### src/rtl/w2rsync_multi.sv
// Read-side write-pointer synchroniser: brings the Gray write pointer into rclk, decodes it and
// derives read-side occupancy, empty/almost-empty flags and a sticky illegal-Gray-jump flag.
module w2rsync_multi #(
  parameter int ADDRSIZE      = 9,
  parameter int SYNC_STAGES   = 2,
  parameter int AEMPTY_THRESH = 4
) (
  input  logic              rclk,
  input  logic              r_rst,
  input  logic [ADDRSIZE:0] wptr,
  input  logic [ADDRSIZE:0] rptr_bin,
  input  logic              err_clr,
  output logic [ADDRSIZE:0] wptr_sync,
  output logic [ADDRSIZE:0] wptr_sync_bin,
  output logic [ADDRSIZE:0] rcount,
  output logic              rempty,
  output logic              ralmost_empty,
  output logic              sync_valid,
  output logic              gray_err
);

  typedef logic [ADDRSIZE:0] ptr_t;

  localparam ptr_t       THRESH    = ptr_t'(AEMPTY_THRESH);
  localparam logic [2:0] WARM_DONE = 3'(SYNC_STAGES);

  generate
    if (SYNC_STAGES < 2 || SYNC_STAGES > 4) begin : g_bad_stages
      $error("w2rsync_multi: SYNC_STAGES must be in 2..4");
    end
  endgenerate

  function automatic ptr_t gray2bin(input ptr_t g);
    ptr_t b;
    b[ADDRSIZE] = g[ADDRSIZE];
    for (int i = ADDRSIZE - 1; i >= 0; i--) b[i] = b[i+1] ^ g[i];
    return b;
  endfunction

  function automatic logic multi_bit_change(input ptr_t a, input ptr_t b);
    return $countones(a ^ b) > 1;
  endfunction

  ptr_t       sync_chain [SYNC_STAGES];
  ptr_t       wbin_nxt;
  ptr_t       cnt_nxt;
  logic [2:0] warm_cnt;
  logic [2:0] warm_nxt;
  logic       jump_bad;

  // Decode looks one stage early so the registered outputs line up with wptr_sync
  always_comb begin
    wbin_nxt = gray2bin(sync_chain[SYNC_STAGES-2]);
    cnt_nxt  = wbin_nxt - rptr_bin;
    warm_nxt = (warm_cnt == WARM_DONE) ? warm_cnt : warm_cnt + 3'd1;
    jump_bad = multi_bit_change(sync_chain[SYNC_STAGES-2], sync_chain[SYNC_STAGES-1]);
  end

  assign wptr_sync = sync_chain[SYNC_STAGES-1];

  always_ff @(posedge rclk) begin
    if (r_rst) begin
      for (int i = 0; i < SYNC_STAGES; i++) sync_chain[i] <= '0;
      wptr_sync_bin <= '0;
      rcount        <= '0;
      rempty        <= 1'b1;
      ralmost_empty <= 1'b1;
      warm_cnt      <= 3'd0;
      sync_valid    <= 1'b0;
      gray_err      <= 1'b0;
    end else begin
      sync_chain[0] <= wptr;
      for (int i = 1; i < SYNC_STAGES; i++) sync_chain[i] <= sync_chain[i-1];
      wptr_sync_bin <= wbin_nxt;
      rcount        <= cnt_nxt;
      rempty        <= (cnt_nxt == '0);
      ralmost_empty <= (cnt_nxt <= THRESH);
      warm_cnt      <= warm_nxt;
      sync_valid    <= (warm_nxt == WARM_DONE);
      // A fault arriving in the same cycle as a clear keeps the flag set
      if (sync_valid && jump_bad) gray_err <= 1'b1;
      else if (err_clr)           gray_err <= 1'b0;
    end
  end

endmodule

### config.mk
export PLATFORM = sky130hd
export DESIGN_NAME = w2rsync_multi
export DESIGN_NICKNAME = d
export VERILOG_FILES = /design/src/rtl/w2rsync_multi.sv
export SDC_FILE = /design/constraint.sdc
export NUM_CORES = 1
export LEC_CHECK = 0
export ABC_AREA = 1
export BUFFER_PORTS_ARGS = -buffer_cell sky130_fd_sc_hd__buf_4
export CAP_MARGIN = 20
export CORE_ASPECT_RATIO = 1.1
export CORE_MARGIN = 4
export CORE_UTILIZATION = 48
export CTS_CLUSTER_DIAMETER = 120
export DETAILED_ROUTE_END_ITERATION = 10
export PLACE_DENSITY = 0.76
export SLEW_MARGIN = 15
export SYNTH_ARGS = -nofsm -noshare
export SYNTH_HDL_FRONTEND = slang
export SYNTH_SLANG_ARGS = --single-unit
### constraint.sdc
create_clock -name rclk -period 3.5 [get_ports rclk]
set_input_delay 0.35 -clock rclk [delete_from_list [all_inputs] [get_ports rclk]]
set_output_delay 0.35 -clock rclk [all_outputs]
set_load 0.005 [all_outputs]
## Word level (Yosys, flattened, before mapping)

Memories as Yosys holds them, arrays and structs flattened.
Index checks and enable logic that the tools add are counted.

| word-level totals | value |
|---|---|
| bits in registers | 27 |
| RAM bits | 20 |
| bits of input ports | 23 |
| output and inout port bits | 34 |
| word-level logic and storage cells | 46 |
| memories kept | 1 |

| operators by class | value |
|---|---|
| add/sub/neg operators | 11 |
| $lt $le $gt $ge | 2 |
| equality and inequality tests | 2 |
| mux-type cells | 8 |
| bitwise gates (word level) | 12 |
| reductions and logical operators | 3 |

Memories:

| memory | depth | bits a word | read ports | clocked after Yosys merged registers in | write ports | line | text |
|---|---|---|---|---|---|---|---|
| sync_chain | 2 | 10 | 2 | 0 | 2 | 44 | `ptr_t sync_chain [SYNC_STAGES];` |

Operator list:

| operator | number |
|---|---|
| 10-bit two-way mux | 2 |
| 1-bit by 1-bit adder with 2-bit output | 5 |
| 10-bit by 3-bit <= comparator with 1-bit output (second input constant) | 1 |
| 10-bit zero test | 1 |
| 10-bit subtractor | 1 |
| 10-bit XOR | 1 |
| 1-bit XOR | 9 |
| 2-bit by 2-bit adder with 3-bit output | 2 |
| 3-bit by 2-bit == test with 1-bit output (second input constant) | 2 |
| 4-bit by 2-bit adder with 5-bit output | 1 |
| 5-bit by 1-bit > comparator with 1-bit output (second input constant) | 1 |
| 1-bit two-way mux | 5 |
| 3-bit by 3-bit adder with 4-bit output | 1 |
| 3-bit by 1-bit adder with 3-bit output (second input constant) | 1 |
| 3-bit two-way mux | 1 |
| 1-bit bitwise OR | 2 |
| 2-bit nonzero test | 1 |
| 1-bit logical AND | 1 |

## Logic depth before layout (Yosys ltp)

| depth | value |
|---|---|
| word-level depth | 11 |
| gate-level depth with buffers | 24 |
| gate-level depth less buffers | 24 |

## Least setup slack after synthesis

Ideal clock, no wire load.

| timing path | value |
|---|---|
| path kind | register to register |
| start | mem sync_chain[0][1] (netlist name) |
| end | reg gray_err |
| data arrival time | 3.124 ns |
| required time | 3.373 ns |
| path slack | 0.249 ns |
| stages on the path, launching flop included | 12 |
| path buffers | 0 |
| cell sequence | dfxtp_1 -> xor2_1 -> fa_1 -> fa_1 -> inv_1 -> fa_1 -> inv_1 -> ha_1 -> fa_1 -> xor2_1 -> o31ai_1 -> a21oi_1 |

RTL lines:

| what | line | text |
|---|---|---|
| start: declaration | 44 |  |
| end signal: assignment | 70 | `gray_err <= 1'b0;` |
| end signal: assignment | 81 | `if (sync_valid && jump_bad) gray_err <= 1'b1;` |
| end signal: assignment | 82 | `else if (err_clr) gray_err <= 1'b0;` |
| end: declaration | 19 | `output logic gray_err` |

==> run summary <==
PortBufs: 56
#FFs+latches synth: 46
final count of negative-setup-slack endpoints: 0
drt first pass iters: 2
Mean Syn Cell Area: 8.10 µm²
Fin. Hold Viols: 0
GR Util All Layers: 0.160
CTS tree: done
pwr dens: 505 nW/µm²
DP Worst Slack: 0.0566 ns
fin nets: 387
Starting Density: 0.503
WL per Instance: 11.1 µm
Non-Filler Instances: 401
pin count of the biggest net entering global routing: 45
Tcrit/Tclk final: 0.950
antenna violations before repair: 0
clock-pin slew on the worst setup and hold paths: 0.08 ns
Hold Path Class: in -> reg
synth unique cells: 24
die area: 6100 µm²
synthesized cell area: 2360 µm²
Post-Place Cells: 392
Post-Syn Instances: 291
Vias: 1880
slew margin rel.: 0.701
die width: 74.8 µm
ANT cells: 0
Setup TNS: 0 ns
status: completed
Final Max Slew Viols: 0
max_cap viols: 0
Max Root-Sink Buffers: 2
vias in the first global route: 1871
TritonCTS Buffers: 5
Critical Path AT: 3.49 ns
worst-skew pair later-pin latency: 0.30 ns
Setup CP Type: reg -> reg
P_leak: 1.56 nW
Core Footprint: 4680 µm²
clock skew: 0.00385 ns
row count: 26
clk sinks: 46
layout cells sized above 1: 0.293
vias per cell: 4.69
first-pass GRT wire length: 7.47 mm
drt initial violations: 62
H-tree Lvls: 2
post-layout min period: 3.32 ns
Final Cell Area: 2940 µm²
routability cong.: 0.811
total gr overflow: 0
Die H: 81.5 µm
Post-DRT Antenna Nets: 0
Critical Path RT: 3.67 ns
io pins: 57
crit start category: flop
f_max: 301 MHz
Area Growth Syn to Fin: 24.6%
Detailed Route WL: 4.44 mm
Max IR drop VDD: 371 µV
total power: 1.48 mW
Post-Syn Nets: 334
# DRC: 0
hpwl dp: 3.57 mm
Area after DPL: 2780 µm²
CP Max Fanout: 2
CTS Root Cell: clkbuf_8
final worst-path setup slack: 0.176 ns
Ys Warns: 0
Crit. End Element: flop
measured slew at the worst slew-check pin: 0.449 ns
register area share after synthesis: 0.391
worst max-delay path, stage by stage (launching register included):
cell,delay (ns)
dfxtp_4,0.36
xor2_2,0.18
fa_1,0.52
fa_1,0.54
inv_1,0.05
fa_1,0.52
inv_1,0.04
ha_2,0.18
fa_2,0.34
xor2_1,0.15
o31ai_1,0.22
a21oi_1,0.09
registers in the layout (all words and copies together), names as in the netlist:
register and count:
gray_err 1, rempty 1, sync_valid 1, warm_cnt 3, sync_chain 19, ralmost_empty 1
rcount 10, wptr_sync_bin 10
area by class of cell:
type,instances,area (µm²)
Clock buffer,7,86.3
Fill cell,448,1750
Multi-Input combinational cell,176,1180
Tap cell,56,70.1
Clock inverter,1,5.00
Sequential cell,46,932
Timing Repair Buffer,62,465
Inverter,53,199
stage by stage:
stage | utilization | hold WS (ns)
after CTS | 0.614 | 0.245
after global routing | 0.627 | 0.245
after detailed placement | 0.594 | 0.460
after floorplan | - | 0.457
after global placement | 0.594 | 0.453
final | 0.627 | 0.253
cells in the final DEF, fill, tap and decap left out, drive strengths merged:
| cell type | instances |
|---|---|
| a211oi | 1 |
| a21oi | 11 |
| and3 | 1 |
| buf | 62 |
| clkbuf | 7 |
| clkinv | 1 |
| dfxtp | 46 |
| fa | 7 |
| ha | 13 |
| inv | 53 |
| nand2 | 37 |
| nand3 | 26 |
| nor2 | 50 |
| nor4 | 1 |
| o2111ai | 1 |
| o21ai | 4 |
| o21bai | 1 |
| o311ai | 1 |
| o31ai | 1 |
| xnor2 | 3 |
| xor2 | 18 |
worst paths after layout:
check / slack (ns) / start / depth (start not counted) / endpoint
worst max-delay path: 0.18 / sync_chain[0][3] / 11 / gray_err
worst max register to register: 0.18 / sync_chain[0][3] / 11 / gray_err
worst min register to register: 0.47 / gray_err / 2 / gray_err
worst min-delay path: 0.25 / wptr[0] / 3 / sync_chain[0][0]
kinds of logic after synthesis:
family,synth area share
AOI/OAI and AO/OA,0.0488
xor gates and xnor gates,0.0780
adders and majority gates,0.128
buffers and inverters,0.127
DFF,0.391
and+or+nand+nor,0.227
repair_timing:
action,4_1_cts,5_1_grt
resized for setup,0,18
hold buffers,0,0
endpoints found under the setup margin,0,5
buffers inserted,0,1
cell usage after synthesis:
library cell / number / area, µm²
inv_1: 52 / 195
nor2_1: 48 / 180
dfxtp_1: 46 / 921
nand2_1: 31 / 116
xor2_1: 18 / 158
nand3_1: 17 / 85.1
ha_1: 13 / 163
a21oi_1: 11 / 55.1
buf_4: 11 / 82.6
nand3_2: 9 / 90.1
fa_1: 7 / 140
nand2_2: 6 / 37.5
clkbuf_1: 5 / 18.8
o21ai_0: 4 / 20.0
xnor2_1: 3 / 26.3
nor2_2: 2 / 12.5
a211oi_1: 1 / 7.51
and3_1: 1 / 6.26
inv_2: 1 / 3.75
nor4_1: 1 / 6.26
o2111ai_1: 1 / 8.76
o21bai_1: 1 / 7.51
o311ai_0: 1 / 8.76
o31ai_1: 1 / 7.51
per-layer routing:
metal  track usage  part of all wire  up-vias
met2         0.272              0.48       42
met3        0.0539             0.068       11
met5             0                 0        -
met4        0.0730             0.024        0
li1              -                 -      978
met1         0.179              0.43      849
power by group:
part / switching (mW) / internal, mW / leakage, nW
Combinational: 0.281 / 0.249 / 1.13
Sequential: 0.0360 / 0.593 / 0.384
Clock: 0.165 / 0.159 / 0.0482
Total: 0.482 / 1.00 / 1.56
(Power assumes the default switching activity.)
